`config.mk`:
```
export PLATFORM = sky130hd
export DESIGN_NAME = l1_bus_arbiter_flat
export DESIGN_NICKNAME = d
export VERILOG_FILES = /design/src/rtl/l1_bus_arbiter_if.sv /design/src/rtl/l1_bus_arbiter.sv /design/src/flat_wrapper.sv
export SDC_FILE = /design/constraint.sdc
export NUM_CORES = 1
export LEC_CHECK = 0
export CAP_MARGIN = 30
export CORE_AREA = 2 2 575 577
export CTS_BUF_LIST = sky130_fd_sc_hd__clkbuf_16
export DETAILED_ROUTE_END_ITERATION = 10
export DIE_AREA = 0 0 577 579
export GPL_ROUTABILITY_DRIVEN = 0
export PLACE_DENSITY = 0.3
export SYNTH_ARGS = -nofsm -noshare
export SYNTH_HDL_FRONTEND = slang
export SYNTH_SLANG_ARGS = --single-unit
```
`constraint.sdc`:
```
create_clock -name clk -period 2.2 [get_ports clk]
set_input_delay 0.44 -clock clk [delete_from_list [all_inputs] [get_ports clk]]
set_output_delay 0.44 -clock clk [all_outputs]
set_load 0.05 [all_outputs]
```
`src/rtl/l1_bus_arbiter_if.sv`:
```
`default_nettype none
// ============================================================================
// Module     : l1_bus_arbiter_if
// Description: Bundles the I-cache, D-cache and memory-side bus signals
//              handled by the L1 refill/writeback arbiter.
//              slave  : the arbiter's view (drives responses and commands)
//              master : the environment's view (caches + memory side)
// Revision   : 1.0 - initial release
// ============================================================================
interface l1_bus_arbiter_if #(
    parameter int LINE_W = 256,
    parameter int ADDR_W = 64
);
    // I-cache side
    logic [ADDR_W-1:0] b_addr_i;
    logic              b_rd_i;
    logic [LINE_W-1:0] b_data_i;
    logic              b_dv_i;
    // D-cache side
    logic [ADDR_W-1:0] b_addr_d;
    logic              b_rd_d;
    logic              b_wr_d;
    logic [LINE_W-1:0] b_wdata_d;
    logic [LINE_W-1:0] b_data_d;
    logic              b_dv_d;
    // memory side
    logic [ADDR_W-1:0] m_addr;
    logic              m_rd;
    logic              m_wr;
    logic [LINE_W-1:0] m_wdata;
    logic [LINE_W-1:0] m_rdata;
    logic              m_dv;
    // status
    logic              busy;

    modport slave (
        input  b_addr_i, b_rd_i,
        input  b_addr_d, b_rd_d, b_wr_d, b_wdata_d,
        input  m_rdata, m_dv,
        output b_data_i, b_dv_i,
        output b_data_d, b_dv_d,
        output m_addr, m_rd, m_wr, m_wdata,
        output busy
    );

    modport master (
        output b_addr_i, b_rd_i,
        output b_addr_d, b_rd_d, b_wr_d, b_wdata_d,
        output m_rdata, m_dv,
        input  b_data_i, b_dv_i,
        input  b_data_d, b_dv_d,
        input  m_addr, m_rd, m_wr, m_wdata,
        input  busy
    );
endinterface
`default_nettype wire

```
`src/rtl/l1_bus_arbiter.sv`:
```
`default_nettype none
// ============================================================================
// Module     : l1_bus_arbiter
// Description: Round-robin arbiter sharing one L2/memory refill/writeback bus
//              between the L1 instruction and data caches of a hart. The
//              winning request's address, command and write line are
//              registered at grant; the memory completion pulse is routed back
//              to the owning cache only.
// Revision   : 1.0 - initial release
// ============================================================================
module l1_bus_arbiter #(
    parameter int LINE_W   = 256,
    parameter int ADDR_W   = 64,
    parameter int OFFS_LEN = 5
) (
    input  wire logic         clk,
    input  wire logic         rst_n,
    l1_bus_arbiter_if.slave   bus
);

    // ------------------------------------------------------------------
    // Constants
    // ------------------------------------------------------------------
    localparam logic [1:0] c_idle  = 2'd0;
    localparam logic [1:0] c_gnt_i = 2'd1;
    localparam logic [1:0] c_gnt_d = 2'd2;
    localparam logic [1:0] c_rel   = 2'd3;

    // Clears the line-offset bits so memory always sees a line-aligned address.
    localparam logic [ADDR_W-1:0] c_line_mask =
        {{(ADDR_W-OFFS_LEN){1'b1}}, {OFFS_LEN{1'b0}}};

    // ------------------------------------------------------------------
    // Declarations
    // ------------------------------------------------------------------
    logic [1:0]        r_state;
    logic [1:0]        w_next;
    logic              r_last_d;     // 1: D-cache was granted last
    logic [ADDR_W-1:0] r_m_addr;
    logic              r_m_rd;
    logic              r_m_wr;
    logic [LINE_W-1:0] r_m_wdata;

    logic              w_req_i;
    logic              w_req_d;
    logic              w_grant_i;
    logic              w_grant_d;
    logic              w_done;

    // ------------------------------------------------------------------
    // Request decode and round-robin grant selection
    // ------------------------------------------------------------------
    assign w_req_i = bus.b_rd_i;
    assign w_req_d = bus.b_rd_d | bus.b_wr_d;

    // On a tie the side that was not served last wins.
    assign w_grant_i = (r_state == c_idle) && w_req_i && (!w_req_d || r_last_d);
    assign w_grant_d = (r_state == c_idle) && w_req_d && (!w_req_i || !r_last_d);

    // Memory completion only counts while a grant is active.
    assign w_done = bus.m_dv && ((r_state == c_gnt_i) || (r_state == c_gnt_d));

    // ------------------------------------------------------------------
    // FSM state register
    // ------------------------------------------------------------------
    always_ff @(posedge clk) begin
        if (!rst_n) begin
            r_state <= c_idle;
        end else begin
            r_state <= w_next;
        end
    end

    // ------------------------------------------------------------------
    // FSM next-state logic
    // ------------------------------------------------------------------
    always_comb begin
        w_next = r_state;
        case (r_state)
            c_idle: begin
                if (w_grant_i) begin
                    w_next = c_gnt_i;
                end else if (w_grant_d) begin
                    w_next = c_gnt_d;
                end
            end
            c_gnt_i,
            c_gnt_d: begin
                if (bus.m_dv) begin
                    w_next = c_rel;
                end
            end
            // Dead cycle so the requester can drop its level request.
            c_rel:   w_next = c_idle;
            default: w_next = c_idle;
        endcase
    end

    // ------------------------------------------------------------------
    // FSM outputs: completion routing and busy, forced low in reset
    // ------------------------------------------------------------------
    always_comb begin
        bus.b_dv_i   = 1'b0;
        bus.b_dv_d   = 1'b0;
        bus.busy     = 1'b0;
        bus.b_data_i = '0;
        bus.b_data_d = '0;
        if (rst_n) begin
            bus.b_dv_i   = bus.m_dv && (r_state == c_gnt_i);
            bus.b_dv_d   = bus.m_dv && (r_state == c_gnt_d);
            bus.busy     = (r_state == c_gnt_i) || (r_state == c_gnt_d);
            // Read data is shared; only the side receiving dv consumes it.
            bus.b_data_i = bus.m_rdata;
            bus.b_data_d = bus.m_rdata;
        end
    end

    // ------------------------------------------------------------------
    // Command capture at grant, release on completion
    // ------------------------------------------------------------------
    always_ff @(posedge clk) begin
        if (!rst_n) begin
            r_last_d  <= 1'b1;
            r_m_addr  <= '0;
            r_m_rd    <= 1'b0;
            r_m_wr    <= 1'b0;
            r_m_wdata <= '0;
        end else if (w_grant_i) begin
            r_last_d  <= 1'b0;
            r_m_addr  <= bus.b_addr_i & c_line_mask;
            r_m_rd    <= 1'b1;
            r_m_wr    <= 1'b0;
        end else if (w_grant_d) begin
            // A simultaneous read and writeback resolves to the writeback.
            r_last_d  <= 1'b1;
            r_m_addr  <= bus.b_addr_d & c_line_mask;
            r_m_rd    <= bus.b_rd_d & ~bus.b_wr_d;
            r_m_wr    <= bus.b_wr_d;
            r_m_wdata <= bus.b_wdata_d;
        end else if (w_done) begin
            r_m_rd    <= 1'b0;
            r_m_wr    <= 1'b0;
        end
    end

    assign bus.m_addr  = r_m_addr;
    assign bus.m_rd    = r_m_rd;
    assign bus.m_wr    = r_m_wr;
    assign bus.m_wdata = r_m_wdata;

endmodule
`default_nettype wire
```
`src/flat_wrapper.sv`:
```
// flat-port wrapper written by rule: the top's interface ports become plain ports
module l1_bus_arbiter_flat 
#(
    parameter int LINE_W   = 256,
    parameter int ADDR_W   = 64,
    parameter int OFFS_LEN = 5
)
  (clk, rst_n, bus_b_addr_i, bus_b_rd_i, bus_b_addr_d, bus_b_rd_d, bus_b_wr_d, bus_b_wdata_d, bus_m_rdata, bus_m_dv, bus_b_data_i, bus_b_dv_i, bus_b_data_d, bus_b_dv_d, bus_m_addr, bus_m_rd, bus_m_wr, bus_m_wdata, bus_busy);
  l1_bus_arbiter_if #(.LINE_W(LINE_W), .ADDR_W(ADDR_W)) bus_i ();
  input  wire logic clk;
  input  wire logic rst_n;
  input wire logic [$bits(bus_i.b_addr_i)-1:0] bus_b_addr_i;
  input wire logic [$bits(bus_i.b_rd_i)-1:0] bus_b_rd_i;
  input wire logic [$bits(bus_i.b_addr_d)-1:0] bus_b_addr_d;
  input wire logic [$bits(bus_i.b_rd_d)-1:0] bus_b_rd_d;
  input wire logic [$bits(bus_i.b_wr_d)-1:0] bus_b_wr_d;
  input wire logic [$bits(bus_i.b_wdata_d)-1:0] bus_b_wdata_d;
  input wire logic [$bits(bus_i.m_rdata)-1:0] bus_m_rdata;
  input wire logic [$bits(bus_i.m_dv)-1:0] bus_m_dv;
  output wire logic [$bits(bus_i.b_data_i)-1:0] bus_b_data_i;
  output wire logic [$bits(bus_i.b_dv_i)-1:0] bus_b_dv_i;
  output wire logic [$bits(bus_i.b_data_d)-1:0] bus_b_data_d;
  output wire logic [$bits(bus_i.b_dv_d)-1:0] bus_b_dv_d;
  output wire logic [$bits(bus_i.m_addr)-1:0] bus_m_addr;
  output wire logic [$bits(bus_i.m_rd)-1:0] bus_m_rd;
  output wire logic [$bits(bus_i.m_wr)-1:0] bus_m_wr;
  output wire logic [$bits(bus_i.m_wdata)-1:0] bus_m_wdata;
  output wire logic [$bits(bus_i.busy)-1:0] bus_busy;
  assign bus_i.b_addr_i = bus_b_addr_i;
  assign bus_i.b_rd_i = bus_b_rd_i;
  assign bus_i.b_addr_d = bus_b_addr_d;
  assign bus_i.b_rd_d = bus_b_rd_d;
  assign bus_i.b_wr_d = bus_b_wr_d;
  assign bus_i.b_wdata_d = bus_b_wdata_d;
  assign bus_i.m_rdata = bus_m_rdata;
  assign bus_i.m_dv = bus_m_dv;
  assign bus_b_data_i = bus_i.b_data_i;
  assign bus_b_dv_i = bus_i.b_dv_i;
  assign bus_b_data_d = bus_i.b_data_d;
  assign bus_b_dv_d = bus_i.b_dv_d;
  assign bus_m_addr = bus_i.m_addr;
  assign bus_m_rd = bus_i.m_rd;
  assign bus_m_wr = bus_i.m_wr;
  assign bus_m_wdata = bus_i.m_wdata;
  assign bus_busy = bus_i.busy;
  l1_bus_arbiter #(.LINE_W(LINE_W), .ADDR_W(ADDR_W), .OFFS_LEN(OFFS_LEN)) u_core (.clk(clk), .rst_n(rst_n), .bus(bus_i));
endmodule
```
==> results.md <==
- Run status: completed
- Area of the mapped netlist: 16700 sq um
- Core area: 329000 sq um
- Flops & latches, synth: 320
- Min cycle time layout: 2.14 ns
- Static leakage: 15.6 nW
- Post-synthesis xor/xnor area fraction: 0
- Switching power: 20.1 mW
- Setup TNS: 0 ns
- Synthesized area per cell: 8.13 sq um
- Predominant post-synthesis flop cell: dfxtp_1
- Root Buffer: clkbuf_16
- Crit path kind: reg -> out
- Post-synthesis compound-gate area fraction: 0.210
- Combinational family with the most area after synthesis: simple AND/OR/NAND/NOR gates
- Adder and majority gate portion of the synthesized area: 0.00300
- Nets: 3891
- Peak supply drop: 0.000589 V
- Fmax: 0.467 GHz
- Worst hold path depth: 3
- Row count: 211
- WP data arrival: 1.70 ns
- Routed WL: 234000 um
- Final slew viol count: 0
- Die ar.: 334000 sq um
- Measured slew at the worst slew-check pin: 0.618 ns
- Area grow syn2layout: 152%
- Yosys warnings: 0
- Register area share after synthesis: 0.384
- CP peak stage delay: 0.59 ns
- Initial Util: 0.0508
- Via Count: 20900
- CP delay by family, top: buffers and inverters
- Cell Int Power: 18.9 mW
- Vias in the first global route: 21300
- Die Y: 579 um
- Multiplexer share of the synthesized area: 0
- Slew margin rel.: 0.590
- Cells on worst reg2reg path: 7
- Clk_skew: 0.0295 ns
- Placed instance count: 7558
- CP max FO: 2
- Post-Synth Simple-Gate Area: 0.222
- CP Depth: 1
- Switching share of power: 0.516
- Cells after Synth: 2054
- Die Wd: 577 um
- Max cap viols: 0
- Post-CTS Setup Inserts: 0
- Avg WL per Cell: 30.6 um
- Seq pwr share: 0.203
- Count leader, synth: dfxtp_1
- Hold Crit Class: in -> reg
- WP buf/inv: 1
- Area leader, netlist: dfxtp_1
- Worst-path cell chain: dlygate4sd2_1
- Clk slew on worst S/H paths: 0.06 ns
- DRT antenna net count: 0
- CTS Buf Count: 47
- CTS tree: yes
- Area contributors post-synth: dfxtp_1 (38%), buf_4 (12%), and2_1 (9.6%)
- Share of layout cells above drive strength 1: 0.356
- Ys async rst share: 0
- Cts hold-fix bufs: 0
- Yosys top cell area share: 0.384
- Clock Path Buffers: 3
- Pre-antenna DRT Iters: 5
- Area after DPL: 40600 sq um
- Combinational share of power: 0.593
- Initial antenna violation count: 113
- Latest clock arrival within the worst-skew pair: 0.69 ns
- Num Clock Sinks: 320
- Slowest-stage cell, CP: dlygate4sd2_1
- Final setup vio count: 0
- Grt ovf: 0
- Most frequent cells after synthesis: dfxtp_1 (320), buf_4 (267), a21oi_1 (259)
- DRT iter0 DRCs: 1171
- Layout Cell Area excl Fill: 42000 sq um
- # port buffers: 1467
- Vias/cell: 2.73
- Synth cell types: 37
- Tcrit/Tclk final: 0.972
- # fillers: 37500
- DRC Markers: 0
- P per Cell Area: 930 nW/um^2
- Ports: 1483
- EDFF count, synth: 0
- First-pass GRT wire length: 282000 um
- RSZ-0062 raised after global routing: false
- H-tree depth reported by CTS: 2
- Final Hold Fails: 0
- Detailed placement HPWL: 212000 um
- CP Capture Type: output pin
- Required time worst endpoint: 1.76 ns
- Clk pwr share: 0.204
- Nature of the critical path startpoint: flop
- Non-Filler Instances: 7666
- Largest net degree at the start of global routing: 71
- Total track usage: 0.134
through the flow:
step | power [mW] | hold slack, ns | setup WS (ns) | util
floorplan | 19.8 | 0.507 | 0.0596 | -
global placement | 32.2 | 0.464 | -0.161 | 0.123
detailed placement | 32.2 | 0.466 | -0.182 | 0.123
CTS | 40.2 | 0.197 | 0.00331 | 0.128
global route | 41.2 | 0.228 | 0.0243 | 0.128
finish | 39.1 | 0.258 | 0.0605 | 0.128
state kept, by name (all words and copies together) (netlist names):
| register | count |
|---|---|
| u_core.bus.m_wr | 1 |
| u_core.r_last_d | 1 |
| u_core.bus.m_rd | 1 |
| u_core.bus.m_addr | 59 |
| u_core.bus.m_wdata | 256 |
| u_core.r_state | 2 |
worst paths after layout:
check	end	start	slack (ns)
max	bus_m_addr[28]	u_core.bus.m_addr[28]	0.06
min	u_core.bus.m_addr[50]	rst_n	0.26
max reg2reg	u_core.bus.m_wdata[72]	u_core.r_state[0]	0.31
min reg2reg	u_core.bus.m_wdata[240]	u_core.bus.m_wdata[240]	0.47
power by group through the flow:
stage,sequential (mW),clock [mW],combinational (mW)
floorplan,12.3,0,7.46
global placement,8.03,0,24.2
detailed placement,8.05,0,24.1
CTS,7.95,8.34,23.9
global route,8.09,8.45,24.7
finish,7.93,7.96,23.2
what timing repair did:
item | CTS | global route
setup endpoints to repair | 119 | 1
gates resized for setup | 122 | 1
hold endpoints to repair | 0 | 0
pin swaps | 0 | 0
layout by cell type (no fill, tap or decap), types with 2 or more instances in the layout:
cell,synthesis,layout
a21boi_0,3,3
a21boi_1,19,19
a21oi_1,259,259
a32oi_1,2,2
and2_1,257,26
and2_2,0,230
and3_1,24,24
buf_12,0,568
buf_4,267,283
bufinv_16,0,4
clkbuf_16,0,47
clkdlybuf4s50_1,0,634
clkinv_1,1,12
clkinv_16,0,3
clkinv_2,0,9
clkinvlp_4,0,3
conb_1,1,5
dfxtp_1,320,318
dfxtp_2,0,2
diode_2,0,25
dlygate4sd2_1,0,118
ha_1,4,3
inv_1,2,2
inv_2,1,2
inv_8,0,4
nand2_1,6,4
nand2_2,0,2
nand2b_1,40,40
nand3_1,258,258
o2111a_1,37,37
o21a_1,2,2
o21ai_0,247,247
o21ai_1,9,9
o311a_1,22,22
or3_1,59,59
metal layers:
layer,vias up,track usage,part of all wire
li1,9270,-,-
met1,10100,0.145,0.37
met2,1216,0.230,0.48
met3,264,0.0753,0.13
met4,36,0.0261,0.021
met5,-,0,0.00093
cell families (layout without fill, tap and decap cells):
group | Yosys count | count (layout)
and+or+nand+nor | 647 | 647
DFF | 320 | 320
other | 1 | 30
adders and majority gates | 4 | 4
AOI/OAI and AO/OA | 608 | 608
buffers and inverters | 474 | 1691
area by class of cell:
cell class | count | area, sq um | share of cell area
clock buffer | 47 | 1180 | 0.0280
timing repair buffer | 1604 | 20900 | 0.497
tap | 4366 | 5460 | 0.130
sequential | 320 | 6410 | 0.153
clock inverter | 36 | 362 | 0.00861
antenna | 25 | 62.6 | 0.00149
multi-input combinational | 1264 | 7620 | 0.181
inverter | 4 | 30.0 | 0.000715
Power figures use the tool's default switching activity.
